File: src/rtl/seq_divider.sv
// Sequential unsigned restoring divider: one quotient bit per clock through a shared a+~b+1 subtractor.
// Latency WIDTH+1 cycles from accepted start to done (1 cycle for divide-by-zero).
// start is honoured only in IDLE; requests arriving while busy or in DONE are dropped.
module seq_divider #(
  parameter int WIDTH = 4
) (
  input  logic             clk,
  input  logic             rst,
  input  logic             start,
  input  logic [WIDTH-1:0] dividend,
  input  logic [WIDTH-1:0] divisor,
  output logic [WIDTH-1:0] quotient,
  output logic [WIDTH-1:0] remainder,
  output logic             busy,
  output logic             done,
  output logic             div_by_zero
);

  localparam int CW = (WIDTH > 2) ? $clog2(WIDTH) : 1;
  localparam logic [WIDTH:0]  ONE_W1   = (WIDTH+1)'(1);
  localparam logic [CW-1:0]   CNT_LAST = CW'(WIDTH - 1);

  typedef enum logic [1:0] {
    S_IDLE = 2'd0,
    S_RUN  = 2'd1,
    S_DONE = 2'd2
  } state_t;

  state_t           r_state;
  state_t           w_next;
  logic [WIDTH-1:0] r_divisor;
  logic [WIDTH-1:0] r_rem;
  logic [WIDTH-1:0] r_q;
  logic [CW-1:0]    r_cnt;
  logic [WIDTH-1:0] r_quotient;
  logic [WIDTH-1:0] r_remainder;
  logic             r_dbz;

  logic [WIDTH-1:0] w_shift_rem;
  logic [WIDTH:0]   w_trial;
  logic             w_no_borrow;
  logic [WIDTH-1:0] w_rem_next;
  logic [WIDTH-1:0] w_q_next;
  logic             w_last;
  logic             w_div_zero;

  // Shift the partial remainder in from the quotient MSB, then trial-subtract the divisor.
  // The shifted remainder never exceeds WIDTH bits because it is bounded by the dividend bits consumed so far.
  assign w_shift_rem = {r_rem[WIDTH-2:0], r_q[WIDTH-1]};
  assign w_trial     = {1'b0, w_shift_rem} + {1'b0, ~r_divisor} + ONE_W1;
  assign w_no_borrow = w_trial[WIDTH];
  assign w_rem_next  = w_no_borrow ? w_trial[WIDTH-1:0] : w_shift_rem;
  assign w_q_next    = {r_q[WIDTH-2:0], w_no_borrow};
  assign w_last      = (r_cnt == CNT_LAST);
  assign w_div_zero  = (divisor == '0);

  assign busy        = (r_state == S_RUN);
  assign done        = (r_state == S_DONE);
  assign quotient    = r_quotient;
  assign remainder   = r_remainder;
  assign div_by_zero = r_dbz;

  // State register.
  always_ff @(posedge clk) begin
    if (rst) r_state <= S_IDLE;
    else     r_state <= w_next;
  end

  // Next-state decode: zero divisor short-circuits straight to DONE.
  always_comb begin
    w_next = r_state;
    case (r_state)
      S_IDLE:  if (start) w_next = w_div_zero ? S_DONE : S_RUN;
      S_RUN:   if (w_last) w_next = S_DONE;
      S_DONE:  w_next = S_IDLE;
      default: w_next = S_IDLE;
    endcase
  end

  // Datapath: operand capture, one iteration per RUN cycle, result registers held between operations.
  always_ff @(posedge clk) begin
    if (rst) begin
      r_divisor   <= '0;
      r_rem       <= '0;
      r_q         <= '0;
      r_cnt       <= '0;
      r_quotient  <= '0;
      r_remainder <= '0;
      r_dbz       <= 1'b0;
    end else begin
      case (r_state)
        S_IDLE: begin
          if (start) begin
            if (w_div_zero) begin
              r_quotient  <= '1;
              r_remainder <= dividend;
              r_dbz       <= 1'b1;
            end else begin
              r_divisor <= divisor;
              r_rem     <= '0;
              r_q       <= dividend;
              r_cnt     <= '0;
              r_dbz     <= 1'b0;
            end
          end
        end
        S_RUN: begin
          r_rem <= w_rem_next;
          r_q   <= w_q_next;
          r_cnt <= r_cnt + CW'(1);
          if (w_last) begin
            r_quotient  <= w_q_next;
            r_remainder <= w_rem_next;
          end
        end
        default: ;
      endcase
    end
  end

endmodule

File: config.mk
export PLATFORM = sky130hd
export DESIGN_NAME = seq_divider
export DESIGN_NICKNAME = d
export VERILOG_FILES = /design/src/rtl/seq_divider.sv
export SDC_FILE = /design/constraint.sdc
export NUM_CORES = 1
export LEC_CHECK = 0
export CAP_MARGIN = 10
export CORE_MARGIN = 4
export CORE_UTILIZATION = 45
export CTS_CLUSTER_DIAMETER = 40
export CTS_CLUSTER_SIZE = 8
export DETAILED_ROUTE_END_ITERATION = 8
export PLACE_DENSITY = 0.73
export SLEW_MARGIN = 15
export SYNTH_ARGS = -nofsm -noshare
export SYNTH_HDL_FRONTEND = slang
export SYNTH_SLANG_ARGS = --single-unit
export TNS_END_PERCENT = 10
File: constraint.sdc
create_clock -name clk -period 2.4 [get_ports clk]
set_input_delay 0.36 -clock clk [delete_from_list [all_inputs] [get_ports clk]]
set_output_delay 0.36 -clock clk [all_outputs]
set_load 0.005 [all_outputs]
==> impl_metrics.py <==
metrics = {
    "final_layout": {
        "n_fill_cell": 258,
        "synthToLayoutAreaGrowth_pct": 19.4,
        "drive_gt1_share_pct": 8.97,
        "layoutNonFillerInstCount": 186,
        "final_nets": 175,
        "postLayoutCoreUtil_pct": 56.7,
        "mostFrequentLayoutCells": "24 x nor2_1, 24 x dfxtp_1, 21 x clkdlybuf4s50_1",
        "final_area_um2": 1420,
        "diodes": 0,
    },
    "sta": {
        "hold_viol": 0,
        "timing.fmax_mhz": 446,
        "fin_skew_ns": 0.00686,
        "setup_violations": 0,
        "worstMarginPinSlew_ns": 0.876,
        "rsz0062_at_grt": "no",
        "slew-limit-headroom_pct": 41.4,
        "period_needed_ns": 2.24,
        "totalNegativeSetupSlack_ns": 0,
        "period_share_pct": 93.4,
        "final-max-slew-violation-count": 0,
    },
    "setup_path": {
        "critPathMaxFanout": 15,
        "crit_required_ns": 2.04,
        "arrival_ns": 1.88,
        "end_kind": "output port",
        "startpoint_type": "flip-flop",
        "startpoint": "r_state[1]$_SDFFE_PP0P_",
        "r2r_start": "r_q[3]$_SDFFE_PP0P_",
        "worstSetupPathType": "reg2out",
    },
    "die": {
        "initial_core_util_pct": 47.5,
        "pin_count": 22,
        "core-area_um2": 2500,
        "rows": 18,
        "dieArea_um2": 3520,
        "die_h_um": 59.4,
        "fp.dieW_um": 59.4,
    },
    "global_route": {
        "globalRoute.totalOverflow": 0,
        "grtUsageTotal_pct": 14.9,
        "antenna_found_initial": 0,
        "grt_pass1_wl_mm": 4.12,
        "grt_max_degree": 25,
        "grt_pass1_vias": 926,
    },
    "routing": {
        "dr.pass1.iters": 3,
        "drt_first_iter_violations": 25,
        "drc": 0,
        "wl_mm": 2.44,
        "vias_per_cell": 5.59,
        "ant_nets": 0,
        "vias": 1039,
        "detail_route.wl_per_cell_um": 13.1,
    },
    "place": {
        "dp.cells": 183,
        "gp_congestion": 0.802,
        "port_buffers": 21,
        "place_area_um2": 1400,
        "hpwl_mm": 1.83,
    },
    "power": {
        "ir_drop_mv": 0.282,
        "power_density_nw_per_um2": 556,
        "p_leak_nw": 0.515,
    },
    "clocking": {
        "cts_root_buf": "clkbuf_4",
        "cts_tree": "done",
        "ctsHoldBuffers": 0,
        "clk_latency_ns": 0.31,
        "cts.sinks": 24,
        "cts_resized": 0,
        "post_cts_buffers": 0,
        "h-tree-depth": 1,
        "cts_buffers": 3,
        "cts_buffer_depth": 2,
        "path_clk_slew_ns": 0.12,
    },
    "yosys": {
        "synth-seq-cells": 24,
        "syn_inst": 137,
        "synth_area_um2": 1190,
        "synth_cell_types": 36,
        "syn_avg_cell_area_um2": 8.67,
        "async_flop_share_pct": 0,
        "syn-num-nets": 154,
        "seq_area_frac_synth_pct": 40.5,
        "synthFlopType": "dfxtp_1",
        "yosysWarningCount": 0,
        "synth-edff-count": 0,
    },
    "min_path": {
        "min_from": "r_q[0]$_SDFFE_PP0P_",
        "hp-class": "reg2reg",
    },
    "flow_run": {
        "cap_violations": 0,
    },
    "run_status": {
        "status": "complete, no violations",
    },
}
[state kept, by name (all words and copies together), names as in the netlist]
| register | cells |
|---|---|
| quotient | 4 |
| r_divisor | 4 |
| r_q | 4 |
| remainder | 4 |
| r_rem | 3 |
| r_cnt | 2 |
| r_state | 2 |
| div_by_zero | 1 |
[metal layers]
metal	vias to the layer above	part of all wire, %	track usage, %	wire length, µm
met3	5	6.1	2.83	149
met5	-	0	0	0
met4	0	1.2	3.88	30
met1	484	47	20.0	1140
li1	526	-	-	-
met2	24	46	24.3	1120
[logic make-up after synthesis]
| logic type | Yosys count | share of synthesized area (%) |
|---|---|---|
| AOI/OAI and AO/OA | 36 | 21.9 |
| xor gates and xnor gates | 1 | 0.738 |
| adders and majority gates | 6 | 6.95 |
| buffers and inverters | 12 | 5.90 |
| DFF | 24 | 40.5 |
| muxes | 1 | 0.843 |
| and+or+nand+nor | 57 | 23.2 |
[final timing paths]
check / end / slack, ns / cells after the start
setup / recovery: busy / 0.16 / 3
hold / removal: r_q[0]$_SDFFE_PP0P_ / 0.48 / 2
setup reg to reg: remainder[3]$_SDFFE_PP0P_ / 0.37 / 9
hold reg to reg: r_q[0]$_SDFFE_PP0P_ / 0.48 / 2
[synth_stat cells, types with 2 or more instances]
cell type | instances | area, µm²
inv_1 | 4 | 15.0
ha_1 | 5 | 62.6
a21oi_1 | 13 | 65.1
a31oi_1 | 2 | 12.5
dfxtp_1 | 24 | 480
nand2b_1 | 3 | 18.8
a211oi_1 | 8 | 60.1
nor2_2 | 2 | 12.5
nand2_1 | 17 | 63.8
nor2b_1 | 2 | 12.5
nor2_1 | 24 | 90.1
inv_2 | 2 | 7.51
clkbuf_1 | 2 | 7.51
a311oi_1 | 6 | 52.6
o211ai_1 | 2 | 15.0
[cell type report]
cell class / count / area (µm²) / share of cell area, %
multi-input cells: 101 / 637 / 44.9
flip-flops and latches: 24 / 480 / 33.9
repair buffers: 22 / 218 / 15.4
well taps: 30 / 37.5 / 2.65
clock buffers: 3 / 22.5 / 1.59
inverters: 6 / 22.5 / 1.59
[per-stage QoR]
step / total power, mW / hold WS (ns) / setup WS, ns
final: 0.788 / 0.481 / 0.159
after global routing: 0.838 / 0.518 / 0.0391
after CTS: 0.795 / 0.488 / 0.143
after detailed placement: 0.627 / 0.471 / 0.0323
after global placement: 0.619 / 0.458 / 0.0759
after floorplan: 0.575 / 0.432 / 0.563
[critical path, stage by stage (launching register included)]
cell and delay, ns:
dfxtp_1 0.41, nand2b_1 0.34, inv_2 0.28, clkdlybuf4s50_1 0.55
[where the power goes]
group | switching, mW | internal (mW) | total, mW | leakage, nW
logic | 0.0980 | 0.0802 | 0.178 | 0.305
registers | 0.0171 | 0.421 | 0.438 | 0.196
clock network | 0.112 | 0.0586 | 0.171 | 0.0138
(Power assumes the default switching activity.)
